[config.mk]
export PLATFORM = sky130hd
export DESIGN_NAME = adder_ref_4bit
export DESIGN_NICKNAME = d
export VERILOG_FILES = /design/src/rtl/adder_chk_pkg.sv /design/src/rtl/adder_ref_4bit.sv
export SDC_FILE = /design/constraint.sdc
export NUM_CORES = 1
export LEC_CHECK = 0
export CAP_MARGIN = 25
export CORE_AREA = 2 2 39 41
export DETAILED_ROUTE_END_ITERATION = 8
export DIE_AREA = 0 0 41 43
export GPL_ROUTABILITY_DRIVEN = 0
export GPL_TIMING_DRIVEN = 0
export PLACE_DENSITY_LB_ADDON = 0.12
export SYNTH_ARGS = -nofsm -noshare
export SYNTH_HDL_FRONTEND = slang
export SYNTH_SLANG_ARGS = --single-unit
[constraint.sdc]
create_clock -name vclk -period 3.3
set_input_delay 0.99 -clock vclk [all_inputs]
set_output_delay 0.99 -clock vclk [all_outputs]
set_load 0.01 [all_outputs]
[src/rtl/adder_chk_pkg.sv]
// Shared types and widths for the 4-bit adder response checker.
// Holds the FSM state encoding and the captured-operand record.
package adder_chk_pkg;

    localparam int OPW  = 4;
    localparam int CNTW = 9;

    typedef enum logic [1:0] {
        ST_IDLE = 2'd0,
        ST_RUN  = 2'd1,
        ST_DONE = 2'd2
    } chk_state_e;

    typedef struct packed {
        logic [OPW-1:0] a;
        logic [OPW-1:0] b;
        logic           cin;
    } operand_t;

endpackage

[src/rtl/adder_ref_4bit.sv]
// Golden 4-bit adder: a + b + c_in at full 5-bit width, purely combinational.
module adder_ref_4bit
    import adder_chk_pkg::*;
(
    input  logic [OPW-1:0] a,
    input  logic [OPW-1:0] b,
    input  logic           c_in,
    output logic [OPW:0]   result
);

    assign result = {1'b0, a} + {1'b0, b} + {{OPW{1'b0}}, c_in};

endmodule

==> summary.md <==
| Metric | Value |
|---|---|
| # clk buffers | `0` |
| Synth-to-layout area growth | `99.1%` |
| DR vias | `159` |
| First-pass GRT wire length | `552 µm` |
| Net switching power | `0.0229 mW` |
| RSZ-0062 raised after global routing | `no` |
| Gr ovfl total | `0` |
| Min Tclk post-route | `3.22 ns` |
| Clock power frac | `0` |
| Rows | `14` |
| Netlist cell types | `9` |
| Number of antenna violations at the first check in global routing | `0` |
| Setup TNS | `0 ns` |
| PD cells | `183 nW/µm²` |
| MaxCap Viol Count | `0` |
| VDD IR max | `67.2 µV` |
| Share of cells above drive strength 1 | `0.400` |
| Sequential share of the synthesized area | `0` |
| Leak | `0.157 nW` |
| Avg Cell Area, Syn | `8.99 µm²` |
| Fillers | `154` |
| Number of nets in the final layout | `46` |
| # IOs | `14` |
| Antenna diodes | `0` |
| Max Clk Rate | `0.311 GHz` |
| Die Area | `1760 µm²` |
| Detailed-route DRC error count | `0` |
| Pins over their slew limit | `0` |
| Post-synth top area cell | `fa_1` |
| Tcrit/Tclk final | `0.975` |
| Synth Instances | `16` |
| Logic pwr share | `1.000` |
| Dpl hpwl | `332 µm` |
| Iter 0 DRT Violations | `0` |
| Sequential power share | `0` |
| Final wirelength | `362 µm` |
| Worst Max-Slew Pin Slew | `0.156 ns` |
| Worst path arrival time | `2.23 ns` |
| Hold Path Class | `primary input to output pin` |
| Type of destination of the critical path | `output pin` |
| Initial core utilization | `0.104` |
| Number of iterations in the first detailed-routing pass | `1` |
| Hold Fails Final Rpt | `0` |
| Post-route ant nets | `0` |
| Sequential Area | `0 µm²` |
| # setup viols final | `0` |
| Via/cell ratio | `3.46` |
| Hold Buf Count CTS | `0` |
| CP Max Fanout | `3` |
| Seq cells | `0` |
| Area share of the largest cell type after synthesis | `0.278` |
| # port buffers | `14` |
| WL per Instance | `7.87 µm` |
| Outcome | `complete, no violations` |
| Die H | `43 µm` |
| Gr usage total | `0.0420` |
| CP Launch Type | `primary input` |
| Number of global-route vias before repair | `148` |
| Internal power | `0.0294 mW` |
| CP Class | `primary input to output pin` |
| Sw Ratio | `0.438` |
| Placeable Area | `1380 µm²` |
| Top cells by area, synth | `fa_1 (28%), ha_1 (26%), xnor2_1 (12%)` |
| Tot Pwr | `0.0523 mW` |
| Max-slew headroom | `0.896` |
| Syn Nets | `30` |
| Ys Warns | `0` |
| Required @ worst endpoint | `2.31 ns` |
| Mapped cell area | `144 µm²` |
| Die Width | `41 µm` |
| Largest net degree at the start of global routing | `4` |
-- path summary, 6_finish.rpt --
check / from / to / depth (start not counted)
worst max-delay path: a[2] / result[4] / 6
worst min-delay path: b[1] / result[1] / 5
-- layout make-up --
type | count | area (µm²) | share of cell area
Multi-Input combinational cell | 12 | 141 | 0.493
Tap cell | 16 | 20.0 | 0.0699
Inverter | 4 | 15.0 | 0.0524
Timing Repair Buffer | 14 | 110 | 0.384
-- power by group through the flow --
stage	Combinational, mW	Clock [mW]	Sequential (mW)
6_report	0.0523	0	0
5_1_grt	0.0599	0	0
4_1_cts	0.0546	0	0
3_5_place_dp	0.0600	0	0
3_3_place_gp	0.0600	0	0
2_1_floorplan	0.0258	0	0
-- metal layers --
layer | vias up | track usage | wire, µm
li1 | 79 | - | -
met3 | 0 | 0 | 66
met1 | 66 | 0.0605 | 134
met2 | 14 | 0.0719 | 160
met5 | - | 0 | 0
met4 | 0 | 0 | 0
-- synthesized netlist by cell type --
| cell | number |
|---|---|
| nand2b_1 | 1 |
| a21oi_2 | 1 |
| nor2b_1 | 1 |
| inv_1 | 4 |
| xnor2_1 | 2 |
| a21o_1 | 1 |
| o21ai_0 | 1 |
| fa_1 | 2 |
| ha_1 | 3 |
-- cells by family (layout without fill, tap and decap cells) --
family / Yosys count / after routing / synth area share
and+or+nand+nor: 2 / 2 / 0.0870
buffers and inverters: 4 / 18 / 0.104
xor gates and xnor gates: 2 / 2 / 0.122
AOI/OAI and AO/OA: 3 / 3 / 0.148
adders and majority gates: 5 / 5 / 0.539
-- worst max-delay path, stage by stage --
cell and delay [ns]:
clkdlybuf4s50_1 0.40, ha_1 0.36, nor2b_1 0.15, o21ai_1 0.12, nand2b_1 0.07, buf_2 0.14
-- stage by stage --
stage,utilization,hold slack [ns],cells,worst slack [ns],area [µm²]
floorplan,-,2.17,16,0.337,144
global placement,0.220,3.13,46,-0.648,304
detailed placement,0.220,3.13,46,-0.642,304
CTS,0.212,2.79,46,-0.0386,294
global route,0.207,2.61,46,0.0101,287
finish,0.207,2.53,46,0.0819,287
-- placed cells by master (no fill, tap or decap) --
cell type	netlist	final
a21o_1	1	1
a21oi_2	1	1
buf_2	0	4
clkbuf_2	0	3
clkdlybuf4s50_1	0	5
dlymetal6s2s_1	0	2
fa_2	0	2
ha_1	3	3
inv_1	4	3
inv_2	0	1
nand2b_1	1	1
nor2b_1	1	1
o21ai_1	0	1
xnor2_1	2	1
xnor2_2	0	1
-- what timing repair did --
| item | CTS | global route |
|---|---|---|
| buffers inserted | 0 | 0 |
| resized for setup | 25 | 7 |
| setup endpoints to repair | 5 | 5 |
| cloned | 0 | 0 |
| pin swaps | 2 | 3 |
Note: power is estimated with default switching activity, not from simulation.
==> RTL change (config.mk and constraints unchanged) <==
The package constant `OPW` goes from 4 to 2.
--- a/src/rtl/adder_chk_pkg.sv
+++ b/src/rtl/adder_chk_pkg.sv
@@ -4,3 +4,3 @@
 
-    localparam int OPW  = 4;
+    localparam int OPW  = 2;
     localparam int CNTW = 9;
Interface: changed (resized a, b and result); port bits go from 14 to 8. The function was not compared with the original's and may differ.
==> RTL change against the unedited design <==
Total power shrank 60%. Routed wire length shrank 58%. Critical endpoint is now result[1]. Highest routed layer unchanged. Largest cell class is now buffers. Setup slack lost 23 ps. Critical path type unchanged. Synthesized area shrank 51%. Design area shrank 45%. Utilization shrank 9.3 points.
==> RTL change: results (changes against the unedited design) <==
===========================================================================
Number of fill cells                                                    162   +5.2%
Antenna violations before repair                                          0   unchanged
Static leakage                                                   0.09097 nW   -42%
Port Buffers                                                              8   -6
DR vias/cell                                                          2.059   -40%
Met1 demand-to-capacity share in global routing                     0.04487   -0.01564
Worst slack on hold paths                                           2756 ps   +224.8 ps
Sw Ratio                                                             0.4732   +0.03525
Cell depth of the worst min-delay path                                    5   unchanged
Logic gate share of total power                                       1.000   about the same
Mean area per synthesized cell                                   7.007 um^2   -22%
Antenna diode instance count                                              0   unchanged
Aggregate routed wire length                                         152 um   -58%
Met3 usage in global routing                                              0   unchanged
Met1 Routed Length                                                    91 um   -32%
Post-synthesis xor/xnor area fraction                                     0   -0.1217
Hold_sp                                                                b[1]
Count of different cell masters after synthesis                           2   -7
Number of global-route vias before repair                                80   -46%
HP Class                                                       primary input to output pin
Warnings from Yosys                                                       0   unchanged
Launching element of the worst setup path                              c_in
Cell types occupying the most area after synthesis             sky130_fd_sc_hd__fa_1 57%, sky130_fd_sc_hd__inv_1 43%
Synthesized-area fraction occupied by adder cells                    0.5714   +0.03230
Final layout net count                                                   27   -41%
Worst hold endpoint                                               result[1]
Met2 Usage GRT                                                      0.02188   -0.05000
Total GRT Usage                                                     0.02106   -0.02098
Top cells by count, synth                                      8 x sky130_fd_sc_hd__inv_1, 2 x sky130_fd_sc_hd__fa_1
Number of sequential storage elements                                     0   unchanged
Wire length on met3                                                   27 um   -59%
Pin slew with the least headroom to its limit                      117.4 ps   -38.87 ps
Cell-internal power                                              0.01098 mW   -63%
Arrival time at the worst endpoint                                  2250 ps   +20 ps
Via total after detailed routing                                         70   -56%
Placed inst area                                                 170.2 um^2   -44%
Setup WS pre-CTS                                                  -641.4 ps   +0.6980 ps
Number of nets in the synthesized netlist                                17   -43%
Maximum number of pins on one net before global-route repair              2   -2
Fraction of final layout cells sized beyond drive strength 1         0.2778   -0.1222
Post-synthesis mux area share                                             0   unchanged
CP Max Fanout                                                             1   -2
Power of the sequential group                                          0 mW
Wire length of the first global-routing pass                         289 um   -48%
Length of the first detailed-routing pass in iterations                   1   unchanged
Result of the run                                                 completed
Setup fix buffers added after clock tree synthesis                        0   unchanged
Sequential share of the synthesized area                                  0   unchanged
Count of clock buffers in the final design                                0   unchanged
Starting DRT DRC Count                                                    0   unchanged
Top routing layer in use                                               met3
VDD IR max                                                       0.03847 mV   -43%
Met2 wire length                                                      34 um   -79%
Compound-gate portion of the synthesized area                             0   -0.1478
DP Cell Count                                                            34   -26%
===========================================================================
==> RTL change: how the worst max path moves through the flow <==
stage	to	slack [ps]	cells after the start
2_1_floorplan	result[1]	320	4
5_1_grt	result[1]	3	6
6_report	result[1]	60	6
4_1_cts	result[1]	20	6
3_5_place_dp	result[1]	-640	6
3_3_place_gp	result[1]	-650	6
==> RTL change: repair_timing <==
action	in CTS	in global routing
endpoints found under the setup margin	3	2
gates resized for setup	14	1
pin swaps	2	1
==> RTL change: layout make-up <==
type                       count  area [um^2]  share of cell area
tap                           16        20.02              0.1270
timing repair buffer           8        65.06              0.4127
inverter                       8        30.03              0.1905
multi-input combinational      2        42.54              0.2698
==> RTL change: critical path, stage by stage <==
cell and delay, ps:
sky130_fd_sc_hd__dlygate4sd2_1 200, sky130_fd_sc_hd__inv_2 40, sky130_fd_sc_hd__fa_2 370, sky130_fd_sc_hd__fa_1 480
sky130_fd_sc_hd__inv_1 40, sky130_fd_sc_hd__buf_2 130
